$ cat src/rtl/pipe_reg_rv.sv
// Multi-stage valid/ready pipeline register with bubble collapse.
// Asynchronous reset, synchronous flush, and a registered count of occupied stages.
`timescale 1ns/1ps
module pipe_reg_rv #(
    parameter int DWIDTH    = 8,
    parameter int DEPTH     = 3,
    parameter int POR_VALUE = 0
) (
    input  logic                       clk,
    input  logic                       rst,
    input  logic                       flush,
    input  logic [DWIDTH-1:0]          in_data,
    input  logic                       in_valid,
    output logic                       in_ready,
    output logic [DWIDTH-1:0]          out_data,
    output logic                       out_valid,
    input  logic                       out_ready,
    output logic [$clog2(DEPTH+1)-1:0] count
);

    localparam int CW = $clog2(DEPTH+1);
    localparam logic [DWIDTH-1:0] POR_D = DWIDTH'(POR_VALUE);

    logic [DEPTH-1:0]  v_reg;
    logic [DEPTH-1:0]  v_next;
    logic [DEPTH-1:0]  vin;
    logic [DEPTH-1:0]  r;
    logic [DWIDTH-1:0] d_reg [DEPTH];
    logic [DWIDTH-1:0] din   [DEPTH];
    logic [CW-1:0]     count_reg;
    logic [CW-1:0]     count_next;

    genvar gi;
    generate
        for (gi = 0; gi < DEPTH; gi++) begin : g_stage
            // Stage can load if downstream moves or any stage from here to the output is empty;
            // written flat rather than as a chain to keep the ready path free of bit-level loops.
            assign r[gi] = out_ready || !(&v_reg[DEPTH-1:gi]);

            if (gi == 0) begin : g_head
                assign vin[gi] = in_valid;
                assign din[gi] = in_data;
            end else begin : g_body
                assign vin[gi] = v_reg[gi-1];
                assign din[gi] = d_reg[gi-1];
            end

            assign v_next[gi] = r[gi] ? vin[gi] : v_reg[gi];
        end
    endgenerate

    always_comb begin
        count_next = '0;
        for (int i = 0; i < DEPTH; i++) begin
            count_next = count_next + CW'(v_next[i]);
        end
    end

    always_ff @(posedge clk or posedge rst) begin
        if (rst) begin
            v_reg     <= '0;
            count_reg <= '0;
            for (int i = 0; i < DEPTH; i++) begin
                d_reg[i] <= POR_D;
            end
        end else if (flush) begin
            v_reg     <= '0;
            count_reg <= '0;
            for (int i = 0; i < DEPTH; i++) begin
                d_reg[i] <= POR_D;
            end
        end else begin
            v_reg     <= v_next;
            count_reg <= count_next;
            // Empty slots only clear the valid bit; data is kept so in_data is never sampled when invalid.
            for (int i = 0; i < DEPTH; i++) begin
                if (r[i] && vin[i]) begin
                    d_reg[i] <= din[i];
                end
            end
        end
    end

    assign in_ready  = r[0] && !flush;
    assign out_data  = d_reg[DEPTH-1];
    assign out_valid = v_reg[DEPTH-1];
    assign count     = count_reg;

endmodule

$ cat config.mk
export PLATFORM = sky130hd
export DESIGN_NAME = pipe_reg_rv
export DESIGN_NICKNAME = d
export VERILOG_FILES = /design/src/rtl/pipe_reg_rv.sv
export SDC_FILE = /design/constraint.sdc
export NUM_CORES = 1
export LEC_CHECK = 0
export CELL_PAD_IN_SITES_DETAIL_PLACEMENT = 1
export CELL_PAD_IN_SITES_GLOBAL_PLACEMENT = 2
export CORE_ASPECT_RATIO = 0.6
export CORE_UTILIZATION = 33
export DETAILED_ROUTE_END_ITERATION = 7
export GPL_ROUTABILITY_DRIVEN = 0
export PLACE_DENSITY_LB_ADDON = 0.1
export SLEW_MARGIN = 20
export SYNTH_ARGS = -nofsm -noshare
export SYNTH_HDL_FRONTEND = slang
export SYNTH_SLANG_ARGS = --single-unit
$ cat constraint.sdc
create_clock -name clk -period 2 [get_ports clk]
set_input_delay 0.3 -clock clk [delete_from_list [all_inputs] [get_ports clk]]
set_output_delay 0.3 -clock clk [all_outputs]
set_load 0.01 [all_outputs]
* Yosys cells after proc, flatten, opt, wreduce, memory -nomap -nowiden
Cells that the tools add are included.
** Word-level totals
- Memories :: 0
- RAM bits :: 0
- Latch bits :: 0
- Word-level logic and storage cells :: 32
- Output and inout bits :: 12
- ROM bits :: 0
- Input bits :: 13
- Register bits :: 29
** Operators by class
- Reductions and logical operators :: 16
- $add $sub $neg :: 2
- Multiply operators :: 0
- Div/mod/pow operators :: 0
- Multiplexer cells :: 9
- Bitwise gates (word level) :: 0
- Equality and inequality tests :: 0
- Shift-type cells :: 0
- $lt $le $gt $ge :: 0
** Operators with widths (number)
- $mux 24 :: 1
- $mux 8 :: 3
- $reduce_bool 2->1 :: 3
- $logic_and 1x1->1 :: 4
- $logic_not 1->1 :: 4
- $logic_or 1x1->1 :: 3
- $mux 1 :: 3
- $mux 3 :: 1
- $reduce_and 3->1 :: 1
- $add 1x1->2 :: 1
- $add 2x1->2 :: 1
- $mux 2 :: 1
- $reduce_and 2->1 :: 1

* Longest topological paths before layout
- Word-level depth :: 7
- Gate-level depth with buffers :: 5
- Mapped depth without buffers :: 4

* Worst setup path before layout
No wires, ideal clock.
- Path type :: reg2reg
- From :: register v_reg[2]
- To :: register count_reg[0], in the netlist count[0]
- Clock period less this slack :: 1.598 ns
- Slack :: 0.402 ns
- Buffers on the path :: 1
- Stages on the path, launching flop included :: 6
- Library setup time :: 0.128 ns
- Arrival :: 1.470 ns
- Required time :: 1.872 ns
- Path through :: dfrtp_1 nor2b_4 buf_4 a21o_1 fa_1 nor2b_1
** On the way
- Word-level cells in the longest chain between the ends :: 7
- Elaborated cells between the ends (all ways) :: 14
- Those cells by class :: add/sub: 2; mux: 4; reduce/logical: 8
** RTL lines
- from (decl) :: RTL line 24 : logic [DEPTH-1:0] v_reg;
- from (signal assigned) :: RTL line 73 : v_reg <= v_next;
- $reduce_and 3->1 / $reduce_and 2->1 (equally long branches) :: RTL line 38 : assign r[gi] = out_ready || !(&v_reg[DEPTH-1:gi]);
- $logic_not 1->1 :: RTL line 38
- $logic_or 1x1->1 :: RTL line 38
- $mux 1 :: RTL line 48 : assign v_next[gi] = r[gi] ? vin[gi] : v_reg[gi];
- $add 1x1->2 :: RTL line 55 : count_next = count_next + CW'(v_next[i]);
- $add 2x1->2 (*) :: RTL line 55
- $mux 2 (*) :: RTL line 66 : end else if (flush) begin
- to (signal assigned) :: RTL line 74 : count_reg <= count_next;
- to (decl) :: RTL line 30 : logic [CW-1:0] count_reg;
Every way passes the cells marked *; elsewhere a longest branch is shown, timed or not.
A chain may end at the register's enable or synchronous reset.

* Final worst setup path
- From :: input port out_ready
- To :: output port in_ready
** On the way
- Word-level cells in the longest chain between the ends :: 2
** RTL lines
- from (decl) :: RTL line 17 : input logic out_ready,
- $logic_or 1x1->1 :: RTL line 38
- $logic_and 1x1->1 :: RTL line 84 : assign in_ready = r[0] && !flush;
- to (decl) :: RTL line 14 : output logic in_ready,
Every way passes these cells.

==> results.json <==
{
  "outcome": "finished, final reports clean",
  "drv_cap": 0,
  "track_usage_pct": 14.9,
  "ff2ff_setup_slack_ns": 0.41,
  "fin_nets": 163,
  "wl_per_cell_um": 13.7,
  "drc_errors": 0,
  "area_delta_synth_final_pct": 25.0,
  "worst-path-buf-inv": 2,
  "cts.sinks": 29,
  "syn_avg_cell_area_sq_um": 11.0,
  "ys_seq_area_share_pct": 52.1,
  "start_kind": "primary input",
  "skew_ns": 0.00261,
  "postCtsSetupRepairBufs": 0,
  "tightest_slew_ns": 0.440,
  "synth_area_leaders": "dfrtp_1, mux2i_1, nand2b_1, buf_4, a21oi_1",
  "clock_path_buffers": 2,
  "grt_first_pass_wirelength_um": 5000,
  "fmax_ghz": 0.528,
  "post_cts_resized": 0,
  "power_mw": 1.22,
  "pre_cts_ws_ns": 0.0544,
  "die_y_um": 52.3,
  "io_buffers": 24,
  "routed_via_density": 4.59,
  "grtUsageMet3_pct": 4.72,
  "fp.dieArea_sq_um": 4500,
  "finalWorstSetupSlack_ns": 0.106,
  "place_area_sq_um": 1660,
  "largest_reg_flops": 16,
  "yosys_warnings": 0,
  "crit_end": "in_ready",
  "syn_inst": 127,
  "slew_headroom_pct": 70.6,
  "criticalPathCategory": "in -> out",
  "cp_num_cells": 4,
  "netlist_area_sq_um": 1390,
  "grt.overflow.total": 0,
  "routed-via-count": 945,
  "start_util_pct": 36.2,
  "drive_above_1_share_pct": 10.1,
  "synth_cell_type_count": 19,
  "dp_hpwl_um": 1960,
  "grt_max_degree": 38,
  "cp_top_family": "buffers and inverters",
  "tns_ns": 0,
  "ff2ff_path_depth": 4,
  "htreeDepth": 2,
  "yosys.area.top_type_share_pct": 52.1,
  "max_stage_delay_ns": 0.55,
  "die_x_um": 85.9,
  "postRouteAntennaNets": 0,
  "synth-seq-cells": 29,
  "required_ns": 1.70,
  "holdWs_ns": 0.423,
  "ios": 25,
  "worstPathMaxFanout": 4,
  "design_area_sq_um": 1740,
  "insertion_delay_ns": 0.27,
  "r2r-start": "v_reg[1]$_DFF_PP0_",
  "ctsRootBufferMaster": "clkbuf_8",
  "power_density_nw_per_um2": 700,
  "path_cells": "clkdlybuf4s50_1, nor2b_4, a31oi_1, clkdlybuf4s50_1",
  "mostFrequentLayoutCells": "dfrtp_1, nand2b_1, clkdlybuf4s50_1",
  "slowest_stage": "clkdlybuf4s50_1",
  "drv_slew": 0,
  "cpMostUsedCell": "clkdlybuf4s50_1",
  "hp-class": "in -> async",
  "grt_use_met1_pct": 19.6,
  "core_area_sq_um": 3850,
  "critPathLaunch": "out_ready",
  "syn_nets": 141,
  "finalSetupViolCount": 0,
  "finalHoldViolCount": 0,
  "drt_iter0_markers": 41,
  "wirelength_um": 2820,
  "layout_commonest_cell": "dfrtp_1",
  "worstReg2RegEnd": "count[0]$_DFF_PP0_",
  "rsz0062_at_grt": "false",
  "fin_crit_ns": 1.89,
  "drt_pass1_iterations": 2,
  "worstSetupEndpointType": "output pin",
  "synth_top_area_cell": "dfrtp_1",
  "row_count": 17,
  "numCtsBuffers": 5,
  "grt_pass1_vias": 1050,
  "peakVddDrop_v": 0.000294,
  "met2_usage_pct": 23.9,
  "crit_arrival_ns": 1.59,
  "period_share_pct": 94.7,
  "busiest_layer": "met2",
  "clkTransAtPathRegs_ns": 0.06,
  "postCtsHoldBufs": 0,
  "cts_tree": "built",
  "p_leak_nw": 0.758,
  "antenna_found_initial": 0,
  "num_antenna_cells": 0
}
==> Yosys cell counts (all sizes together) <==
cell,number
a21boi,1
a21o,1
a21oi,9
a31oi,2
buf,13
clkbuf,3
dfrtp,29
fa,1
inv,3
mux2i,16
nand2,2
nand2b,25
nand3,8
nor2b,5
o21ai,9
==> routing by layer <==
layer  vias up  wire length [um]  part of all wire (%)
li1        457                 -                     -
met1       467              1420                    50
met2        21              1290                    46
met3         0               114                   4.0
met4         0                 0                     0
met5         -                 0                     0
==> final cells by class <==
cell class	count	area [sq um]
fillers	429	2110
flip-flops and latches	29	726
multi-input cells	79	556
repair buffers	31	293
clock buffers	7	86.3
well taps	57	71.3
inverters	3	11.3
==> worst min-delay path by stage <==
| stage | startpoint | endpoint | cells past startpoint |
|---|---|---|---|
| after floorplan | rst | count[0]$_DFF_PP0_ | 1 |
| final | rst | d_reg[23]$_DFFE_PP0P_ | 3 |
| after global placement | out_data[1]$_DFFE_PP0P_ | out_data[1]$_DFFE_PP0P_ | 2 |
| after global routing | rst | d_reg[23]$_DFFE_PP0P_ | 3 |
| after detailed placement | d_reg[11]$_DFFE_PP0P_ | out_data[3]$_DFFE_PP0P_ | 2 |
| after CTS | rst | d_reg[23]$_DFFE_PP0P_ | 3 |
==> stage by stage <==
| stage | cells | utilization [%] |
|---|---|---|
| 6_report | 206 | 45.3 |
| 5_1_grt | 206 | 45.3 |
| 4_1_cts | 206 | 45.3 |
| 3_5_place_dp | 199 | 43.0 |
| 3_3_place_gp | 199 | 43.0 |
| 2_1_floorplan | 127 | - |
==> worst min-delay path, stage by stage <==
cell and delay (ns):
clkdlybuf4s50_1 0.40, inv_1 0.05, buf_4 0.34
==> cell families (layout without fill, tap and decap cells) <==
kind of cell | Yosys count | count (layout) | synth area share [%]
AOI/OAI and AO/OA | 22 | 22 | 9.52
adders and majority gates | 1 | 1 | 1.44
buffers and inverters | 19 | 41 | 8.08
DFF | 29 | 29 | 52.1
muxes | 16 | 16 | 11.5
and+or+nand+nor | 40 | 40 | 17.4
==> power breakdown <==
group / leakage (nW) / total, mW / switching, mW / internal [mW]
combinational: 0.318 / 0.131 / 0.0635 / 0.0678
sequential: 0.395 / 0.618 / 0.0109 / 0.607
clock: 0.0443 / 0.470 / 0.198 / 0.272
Power figures use the tool's default switching activity.
